===== config.mk =====
export PLATFORM = sky130hd
export DESIGN_NAME = cache_tag_ctrl_sa
export DESIGN_NICKNAME = d
export VERILOG_FILES = /design/src/rtl/cache_tag_ctrl_sa_pkg.sv /design/src/rtl/cache_tag_ctrl_sa_lru_set_update.sv /design/src/rtl/cache_tag_ctrl_sa.sv
export SDC_FILE = /design/constraint.sdc
export NUM_CORES = 2
export LEC_CHECK = 0
export ABC_AREA = 1
export ABC_CLOCK_PERIOD_IN_PS = 66000
export BUFFER_PORTS_ARGS = -buffer_cell sky130_fd_sc_hd__buf_2
export CAP_MARGIN = 20
export CORE_ASPECT_RATIO = 1.5
export CORE_UTILIZATION = 60
export CTS_BUF_LIST = sky130_fd_sc_hd__clkbuf_2
export DETAILED_ROUTE_END_ITERATION = 10
export PLACE_DENSITY = 0.79
export SLEW_MARGIN = 20
export SYNTH_ARGS = -nofsm -noshare
export SYNTH_HDL_FRONTEND = slang
export SYNTH_SLANG_ARGS = --single-unit

===== constraint.sdc =====
create_clock -name clk -period 66 [get_ports clk]
set_input_delay 13.2 -clock clk [delete_from_list [all_inputs] [get_ports clk]]
set_output_delay 13.2 -clock clk [all_outputs]
set_load 0.005 [all_outputs]

===== src/rtl/cache_tag_ctrl_sa_pkg.sv =====
// Shared constants for the set-associative cache tag controller:
// FSM state encodings and request opcodes.
package cache_pkg;

  localparam logic [2:0] ST_IDLE      = 3'd0;
  localparam logic [2:0] ST_LOOKUP    = 3'd1;
  localparam logic [2:0] ST_WB_REQ    = 3'd2;
  localparam logic [2:0] ST_WB_WAIT   = 3'd3;
  localparam logic [2:0] ST_FILL_REQ  = 3'd4;
  localparam logic [2:0] ST_FILL_WAIT = 3'd5;
  localparam logic [2:0] ST_UPDATE    = 3'd6;
  localparam logic [2:0] ST_RESP      = 3'd7;

  localparam logic OP_RD = 1'b0;
  localparam logic OP_WR = 1'b1;

endpackage


===== src/rtl/cache_tag_ctrl_sa_lru_set_update.sv =====
// True-LRU helper for one cache set. Ages are a permutation of
// 0..WAYS-1, age 0 being most recently used. Produces the aged vector
// after touching the target way, and the current LRU victim.
module lru_set_update #(
  parameter int WAYS  = 4,
  parameter int WAY_W = 2
) (
  input  logic [WAYS*WAY_W-1:0] age_i,
  input  logic [WAY_W-1:0]      target_i,
  output logic [WAYS*WAY_W-1:0] age_o,
  output logic [WAY_W-1:0]      victim_o
);

  localparam logic [WAY_W-1:0] OLDEST = WAY_W'(WAYS - 1);

  logic [WAY_W-1:0] target_age;

  // Age every way younger than the target by one, make the target youngest,
  // and pick the way holding the oldest age as the replacement victim.
  always_comb begin
    target_age = '0;
    victim_o   = '0;
    age_o      = age_i;
    for (int w = 0; w < WAYS; w++) begin
      if (WAY_W'(w) == target_i) begin
        target_age = age_i[w*WAY_W +: WAY_W];
      end
      if (age_i[w*WAY_W +: WAY_W] == OLDEST) begin
        victim_o = WAY_W'(w);
      end
    end
    for (int w = 0; w < WAYS; w++) begin
      if (WAY_W'(w) == target_i) begin
        age_o[w*WAY_W +: WAY_W] = '0;
      end else if (age_i[w*WAY_W +: WAY_W] < target_age) begin
        age_o[w*WAY_W +: WAY_W] = age_i[w*WAY_W +: WAY_W] + WAY_W'(1);
      end
    end
  end

endmodule


===== src/rtl/cache_tag_ctrl_sa.sv =====
// Set-associative cache tag controller: tag/valid/dirty/age tracking,
// true-LRU replacement, dirty write-back and a flow-controlled memory port.
module cache_tag_ctrl_sa
  import cache_pkg::*;
#(
  parameter int WAYS   = 4,
  parameter int SETS   = 16,
  parameter int ADDR_W = 12,
  parameter int CNT_W  = 16,
  localparam int WAY_W = $clog2(WAYS),
  localparam int IDX_W = $clog2(SETS),
  localparam int TAG_W = ADDR_W - IDX_W
) (
  input  logic              clk,
  input  logic              rst,
  input  logic              req_valid,
  output logic              req_ready,
  input  logic              req_rw,
  input  logic [ADDR_W-1:0] req_addr,
  output logic              resp_valid,
  output logic              resp_hit,
  output logic [WAY_W-1:0]  resp_way,
  output logic              resp_wb,
  output logic              mem_req_valid,
  input  logic              mem_req_ready,
  output logic              mem_req_wr,
  output logic [ADDR_W-1:0] mem_req_addr,
  input  logic              mem_done,
  output logic [CNT_W-1:0]  hit_cnt,
  output logic [CNT_W-1:0]  miss_cnt,
  output logic [2:0]        state_out
);

  logic [2:0]        state_q, state_d;
  logic              rw_q, rw_d;
  logic [ADDR_W-1:0] addr_q, addr_d;
  logic              hit_q, hit_d;
  logic [WAY_W-1:0]  way_q, way_d;
  logic              wb_q, wb_d;
  logic              mem_req_valid_q, mem_req_valid_d;
  logic              mem_req_wr_q, mem_req_wr_d;
  logic [ADDR_W-1:0] mem_req_addr_q, mem_req_addr_d;
  logic [CNT_W-1:0]  hit_cnt_q, hit_cnt_d;
  logic [CNT_W-1:0]  miss_cnt_q, miss_cnt_d;

  logic [TAG_W-1:0]      tag_q [SETS][WAYS];
  logic [TAG_W-1:0]      tag_d [SETS][WAYS];
  logic [WAYS-1:0]       valid_q [SETS];
  logic [WAYS-1:0]       valid_d [SETS];
  logic [WAYS-1:0]       dirty_q [SETS];
  logic [WAYS-1:0]       dirty_d [SETS];
  logic [WAYS*WAY_W-1:0] age_q [SETS];
  logic [WAYS*WAY_W-1:0] age_d [SETS];

  logic [IDX_W-1:0]      idx;
  logic [TAG_W-1:0]      tag;
  logic                  hit_any;
  logic [WAY_W-1:0]      hit_way;
  logic                  inv_any;
  logic [WAY_W-1:0]      inv_way;
  logic [WAY_W-1:0]      lru_victim;
  logic [WAY_W-1:0]      victim;
  logic [WAYS*WAY_W-1:0] new_age;

  assign idx = addr_q[IDX_W-1:0];
  assign tag = addr_q[ADDR_W-1:IDX_W];

  lru_set_update #(
    .WAYS  (WAYS),
    .WAY_W (WAY_W)
  ) u_lru (
    .age_i    (age_q[idx]),
    .target_i (way_q),
    .age_o    (new_age),
    .victim_o (lru_victim)
  );

  // Tag match across the indexed set and the lowest-numbered empty way.
  always_comb begin
    hit_any = 1'b0;
    hit_way = '0;
    inv_any = 1'b0;
    inv_way = '0;
    for (int w = 0; w < WAYS; w++) begin
      if (valid_q[idx][w] && (tag_q[idx][w] == tag)) begin
        hit_any = 1'b1;
        hit_way = WAY_W'(w);
      end
    end
    for (int w = WAYS - 1; w >= 0; w--) begin
      if (!valid_q[idx][w]) begin
        inv_any = 1'b1;
        inv_way = WAY_W'(w);
      end
    end
  end

  assign victim = inv_any ? inv_way : lru_victim;

  // Next-state logic: request sequencing, memory handshake and tag-state update.
  always_comb begin
    state_d         = state_q;
    rw_d            = rw_q;
    addr_d          = addr_q;
    hit_d           = hit_q;
    way_d           = way_q;
    wb_d            = wb_q;
    mem_req_valid_d = mem_req_valid_q;
    mem_req_wr_d    = mem_req_wr_q;
    mem_req_addr_d  = mem_req_addr_q;
    hit_cnt_d       = hit_cnt_q;
    miss_cnt_d      = miss_cnt_q;
    tag_d           = tag_q;
    valid_d         = valid_q;
    dirty_d         = dirty_q;
    age_d           = age_q;
    case (state_q)
      ST_IDLE: begin
        if (req_valid) begin
          rw_d    = req_rw;
          addr_d  = req_addr;
          state_d = ST_LOOKUP;
        end
      end
      ST_LOOKUP: begin
        if (hit_any) begin
          hit_d   = 1'b1;
          way_d   = hit_way;
          wb_d    = 1'b0;
          state_d = ST_UPDATE;
        end else begin
          hit_d           = 1'b0;
          way_d           = victim;
          mem_req_valid_d = 1'b1;
          if (valid_q[idx][victim] && dirty_q[idx][victim]) begin
            wb_d           = 1'b1;
            mem_req_wr_d   = 1'b1;
            mem_req_addr_d = {tag_q[idx][victim], idx};
            state_d        = ST_WB_REQ;
          end else begin
            wb_d           = 1'b0;
            mem_req_wr_d   = 1'b0;
            mem_req_addr_d = addr_q;
            state_d        = ST_FILL_REQ;
          end
        end
      end
      ST_WB_REQ: begin
        if (mem_req_ready) begin
          mem_req_valid_d = 1'b0;
          state_d         = ST_WB_WAIT;
        end
      end
      ST_WB_WAIT: begin
        if (mem_done) begin
          mem_req_valid_d = 1'b1;
          mem_req_wr_d    = 1'b0;
          mem_req_addr_d  = addr_q;
          state_d         = ST_FILL_REQ;
        end
      end
      ST_FILL_REQ: begin
        if (mem_req_ready) begin
          mem_req_valid_d = 1'b0;
          state_d         = ST_FILL_WAIT;
        end
      end
      ST_FILL_WAIT: begin
        if (mem_done) begin
          state_d = ST_UPDATE;
        end
      end
      ST_UPDATE: begin
        valid_d[idx][way_q] = 1'b1;
        tag_d[idx][way_q]   = tag;
        dirty_d[idx][way_q] = hit_q ? (dirty_q[idx][way_q] | rw_q) : rw_q;
        age_d[idx]          = new_age;
        if (hit_q) begin
          if (hit_cnt_q != '1) begin
            hit_cnt_d = hit_cnt_q + CNT_W'(1);
          end
        end else begin
          if (miss_cnt_q != '1) begin
            miss_cnt_d = miss_cnt_q + CNT_W'(1);
          end
        end
        state_d = ST_RESP;
      end
      ST_RESP: begin
        state_d = ST_IDLE;
      end
      default: begin
        state_d = ST_IDLE;
      end
    endcase
  end

  // State registers with asynchronous reset; ages restart as the identity permutation.
  always_ff @(posedge clk or posedge rst) begin
    if (rst) begin
      state_q         <= ST_IDLE;
      rw_q            <= OP_RD;
      addr_q          <= '0;
      hit_q           <= 1'b0;
      way_q           <= '0;
      wb_q            <= 1'b0;
      mem_req_valid_q <= 1'b0;
      mem_req_wr_q    <= 1'b0;
      mem_req_addr_q  <= '0;
      hit_cnt_q       <= '0;
      miss_cnt_q      <= '0;
      for (int s = 0; s < SETS; s++) begin
        valid_q[s] <= '0;
        dirty_q[s] <= '0;
        for (int w = 0; w < WAYS; w++) begin
          tag_q[s][w]               <= '0;
          age_q[s][w*WAY_W +: WAY_W] <= WAY_W'(w);
        end
      end
    end else begin
      state_q         <= state_d;
      rw_q            <= rw_d;
      addr_q          <= addr_d;
      hit_q           <= hit_d;
      way_q           <= way_d;
      wb_q            <= wb_d;
      mem_req_valid_q <= mem_req_valid_d;
      mem_req_wr_q    <= mem_req_wr_d;
      mem_req_addr_q  <= mem_req_addr_d;
      hit_cnt_q       <= hit_cnt_d;
      miss_cnt_q      <= miss_cnt_d;
      tag_q           <= tag_d;
      valid_q         <= valid_d;
      dirty_q         <= dirty_d;
      age_q           <= age_d;
    end
  end

  assign req_ready     = (state_q == ST_IDLE);
  assign resp_valid    = (state_q == ST_RESP);
  assign resp_hit      = resp_valid & hit_q;
  assign resp_way      = resp_valid ? way_q : '0;
  assign resp_wb       = resp_valid & wb_q;
  assign mem_req_valid = mem_req_valid_q;
  assign mem_req_wr    = mem_req_wr_q;
  assign mem_req_addr  = mem_req_addr_q;
  assign hit_cnt       = hit_cnt_q;
  assign miss_cnt      = miss_cnt_q;
  assign state_out     = state_q;

endmodule


=== Yosys cells after proc, flatten, opt, wreduce, memory -nomap -nowiden ===
Index checks and enable logic that the tools add are counted.

* $add $sub $neg: 6
* Magnitude comparators: 12
* Eq/ne operators: 26
* Mux-type cells: 90
* Bitwise logic cells: 8
* Reductions and logical operators: 19

{| class="wikitable"
|+ Operator list
! cell !! number
|-
| 512-bit bitwise mux || 1
|-
| 32-bit binary-select mux with 4-bit select || 1
|-
| 128-bit bitwise mux || 1
|-
| 32-bit demux with 4-bit select || 1
|-
| 32-bit two-way mux || 3
|-
| 64-bit bitwise mux || 1
|-
| 64-bit bitwise OR || 1
|-
| 8-bit two-way mux || 6
|-
| 2-bit two-way mux || 23
|-
| 12-bit two-way mux || 3
|-
| 16-bit by 1-bit adder with 16-bit output, second input constant || 2
|-
| 4-bit binary-select mux with 4-bit select || 2
|-
| 8-bit binary-select mux with 4-bit select || 1
|-
| 8-bit demux with 4-bit select || 1
|-
| 8-bit == test || 4
|-
| 16-bit inequality test, second input constant || 2
|-
| 12-bit one-hot mux with 2 select lines || 1
|-
| 3-bit one-hot mux with 8 select lines || 1
|-
| 1-bit two-way mux || 23
|-
| 3-bit two-way mux || 7
|-
| 4-bit two-way mux || 5
|-
| 8-bit binary-select mux with 2-bit select || 1
|-
| 4-bit demux with 4-bit select || 1
|-
| 8-bit demux with 2-bit select || 1
|-
| other kinds (35) || 68
|}

* Flip-flop bits (word level): 834
* Logic and storage cells: 284

=== Logic depth before layout (Yosys ltp) ===
* Depth in word-level cells: 16
* Mapped depth: 24
* Mapped depth without buffers: 21

=== Hierarchy ===
A second synthesis with hierarchy kept.

* Cell total of the unflattened synthesis: 4866
* Area, all modules: 38664.6 µm²

{| class="wikitable"
|+ By module, submodules not included
! module !! times used !! cells each !! area each (µm²) !! seq. area each (µm²)
|-
| cache_tag_ctrl_sa || 1 || 4790 || 38250.4 || 20950.1
|-
| lru_set_update || 1 || 76 || 414.1 || 0.0
|}

=== Worst setup path before layout ===
Ideal clock, no wire load.

* Path type: register to output
* Start point: reg state_q[2], in the netlist state_out[2]
* End point: out resp_hit
* Data arrival time: 0.911 ns
* Data required time: 52.800 ns
* Slack: 51.889 ns
* Stages on the path, launching flop included: 5
* Path through: dfrtp_1 inv_1 nor2_1 inv_1 nor2_1

* Longest elaborated chain between the ends: 2

{| class="wikitable"
|+ RTL lines
! item !! RTL line !! source
|-
| start: declaration || cache_tag_ctrl_sa.sv:34 || <nowiki>logic [2:0] state_q, state_d;</nowiki>
|-
| start signal: assignment || cache_tag_ctrl_sa.sv:221 || <nowiki>state_q <= state_d;</nowiki>
|-
| 3-bit == test || cache_tag_ctrl_sa.sv:240 || <nowiki>assign resp_valid = (state_q == ST_RESP);</nowiki>
|-
| named net resp_valid || cache_tag_ctrl_sa.sv:20 || <nowiki>output logic resp_valid,</nowiki>
|-
| 1-bit AND || cache_tag_ctrl_sa.sv:241 || <nowiki>assign resp_hit = resp_valid & hit_q;</nowiki>
|-
| end: declaration || cache_tag_ctrl_sa.sv:21 || <nowiki>output logic resp_hit,</nowiki>
|}

The timed path passes the listed nets, and every way through them passes these cells.

=== Final worst setup path ===
* Start point: reg state_q[2], in the netlist state_out[2]
* End point: out resp_way[0]

* Longest elaborated chain between the ends: 2

{| class="wikitable"
|+ RTL lines
! item !! RTL line !! source
|-
| 3-bit == test || cache_tag_ctrl_sa.sv:240 ||
|-
| 2-bit two-way mux || cache_tag_ctrl_sa.sv:242 || <nowiki>assign resp_way = resp_valid ? way_q : '0;</nowiki>
|-
| end: declaration || cache_tag_ctrl_sa.sv:22 || <nowiki>output logic [WAY_W-1:0] resp_way,</nowiki>
|}

Every way passes these cells.

==> metrics.txt <==
status=finished, final reports clean; Crit path depth=5; hold_sp=valid_q[62]; Slew headroom=30.18%; H-tree levels=4; post-CTS setup buffers=0; wire per inst=20.54 um; FFs w/ async S/R, synth=100.0%; Critical Path Source Type=flop; clock tree root buffer cell=clkbuf_2; Fin Setup TNS=0 ps; clock tree sinks=between 800 and 900; area grow syn2layout=5.572%; CTS Buffer Depth=3; # rows=112; #FFs+latches synth=approximately 830; largest net degree at the start of global routing=~170; Post-CTS Resized=0; FF-to-FF Start=addr_q[0]; vias in the first global route=around 32000; Clk Latency, worst-skew pair=around 1500 ps; period utilisation layout=23.92%; Routed WL=about 120 mm; post-synthesis sequential area ratio=55.01%; top_reg_cell synth=dfrtp_1; Crit path largest cell delay=~450 ps; syn_nets=roughly 4800; Vias=33844; core area=around 62000 um2; Hold Crit Class=reg -> reg; CP startpoint=state_out[2]; final net count=4773; DRT antenna net count=0; die extent in x=approximately 210 um; crit path capture type=output pin; Critical Path RT=~53000 ps; Area contributors post-synth=dfrtp_1 (51%), nand2_1 (21%), o21ai_0 (8.5%); Hold-fix buffers, CTS=0; arrival time at the worst endpoint=approximately 2600 ps; antenna violations before repair=2; PwrDens=between 40 and 50 nW/um2; Tmin final=15790 ps; TritonCTS clock tree=built; Clock Skews=around 91 ps; hold depth=2; leading cell types by count after synthesis=nand2_1 (2091), dfrtp_1 (770), o21ai_0 (645); Maximum Capacitance Violations=0; Crit path max-delay family=flip-flops; post-synth top area cell=dfrtp_1; detail-routed via count per cell=5.975; IO Count=73; Setup CP Type=reg -> out; Leak=between 15 and 20 nW; initial DRC count=approximately 4000; initial core utilization=60.93%; Slowest-stage cell, CP=dfrtp_1; fill count=approximately 5400; slew of the pin with the lowest slew margin=a little over 1000 ps; mapped cell area=~38000 um2; Buf/Inv on CP=3; CTS Buf Count=188; Power, Total=0.001807 W; IO buf count=72; DRC Markers=0; grt total ovfl=0; Worst Path Max Fanout=6; GRT Resource Usage Total=a little over a third; clock slew at reported path FFs=between 100 and 150 ps; DRT Pass-1 Iters=9; layout cell share with drive strength beyond 1=a little over a tenth; R2R depth=18; Die Span Y=approximately 310 um; top cell type's share of synthesized area=approximately half; synth unique cells=between 40 and 50; first-pass GRT wire length=about 180 mm; die area=64500 um2; CP Cell Sequence=inv_1 -> nor2_1 -> inv_1 -> nor2_1 -> buf_2; final setup violation count=0; yosys warns=0; Post-Syn Instances=roughly 4700; RSZ-0062 raised after global routing=false; Hold Fails Final Rpt=0; max-slew violations=0; top-count cell post-synth=nand2_1; Max IR drop VDD=about 0.035 mV; Max Clock Freq=around 63 MHz; EDFF count, synth=0; Final GP Congestion=between 0.9 and 1; average cell area after synthesis=8.054 um2; post-detail-place hpwl=just over 70 mm
[power breakdown]
group / leakage [nW] / internal (W) / switching, W
logic: 7.57 / 0.000176 / 0.000535
registers: 11.2 / 0.000676 / 0.0000990
clock network: 1.25 / 0.000121 / 0.000201
total: 20.0 / 0.000972 / 0.000835
[area by class of cell]
cell class / count / area, um2 / area share [%]
tap: 798 / 998.5 / 2.484
clock buffer: 273 / 1366 / 3.398
inverter: 138 / 530.5 / 1.320
antenna: 2 / 5.005 / 0.01245
multi-input combinational: 3464 / 15360 / 38.22
timing repair buffer: 120 / 758.2 / 1.886
sequential: 834 / 20960 / 52.12
clock inverter: 35 / 225.2 / 0.5602
[path summary, 6_finish.rpt]
| check | slack [ps] | to |
|---|---|---|
| setup / recovery | 50210 | resp_way[0] |
| hold / removal | 460 | valid_q[62] |
| setup reg to reg | 59690 | mem_req_addr[4] |
| hold reg to reg | 460 | valid_q[62] |
| max in group asynchronous | 50950 | dirty_q[6] |
| min in group asynchronous | 11930 | tag_q[454] |
[flip-flops by register name, indices dropped and copies added, names as in the netlist]
| name | cells |
|---|---|
| way_q | 2 |
| dirty_q | 64 |
| miss_cnt | 16 |
| mem_req_addr | 12 |
| hit_q | 1 |
| hit_cnt | 16 |
| state_out | 3 |
| wb_q | 1 |
| valid_q | 64 |
| tag_q | 512 |
| mem_req_valid | 1 |
| addr_q | 12 |
| mem_req_wr | 1 |
| rw_q | 1 |
| age_q | 128 |
[cells by family after synthesis]
family	count (synthesis)	synth area share, %
fa+ha+maj	9	0.2957
compound gates	974	13.87
mux	1	0.02957
simple gates	2448	25.32
flops	834	55.01
xor+xnor	32	0.7360
buf+inv	430	4.738
[routing by layer]
layer	global-route usage [%]	wire length, um	vias to the layer above
met5	0	0	-
met4	26.68	8817	0
met3	7.772	11750	478
met2	56.80	53290	1959
met1	45.09	42470	15977
li1	-	-	15430
[cells in the final DEF (no fill, tap or decap), drive strengths merged, types with 2 or more instances in the layout]
| cell type | n |
|---|---|
| nand2 | 2095 |
| o21ai | 777 |
| dfrtp | 770 |
| clkbuf | 273 |
| nor2 | 153 |
| inv | 139 |
| buf | 120 |
| a22oi | 117 |
| nand3 | 90 |
| nand4 | 81 |
| dfstp | 64 |
| a21oi | 37 |
| clkinv | 30 |
| xor2 | 25 |
| o21bai | 22 |
| nor3 | 13 |
| ha | 9 |
| or2 | 9 |
| xnor2 | 7 |
| o211ai | 6 |
| o21a | 4 |
| nand3b | 3 |
| bufinv | 3 |
| a21boi | 3 |
| diode | 2 |
| o22ai | 2 |
| a31oi | 2 |
| and3 | 2 |
| a211oi | 2 |
[stage by stage]
step           cell area (um2)  utilization (%)  hold WS [ps]  std cells  worst slack, ps
3_3_place_gp             38590            61.74         431.2       5353            49320
4_1_cts                  40180            64.29         458.9       5661            50090
5_1_grt                  40200            64.33         482.9       5664            50030
6_report                 40200            64.33         457.3       5664            50210
2_1_floorplan            38080                -         419.4       4728            29480
3_5_place_dp             38590            61.74         437.0       5353            49290
[worst register-to-register path: cells and delay by family, from the launching register on]
family,cells,cell delay [ps]
AOI/OAI and AO/OA,4,1070
buffers and inverters,4,2230
DFF,1,710
and+or+nand+nor,9,2010
adders and majority gates,1,170
Note: power is estimated with default switching activity, not from simulation.
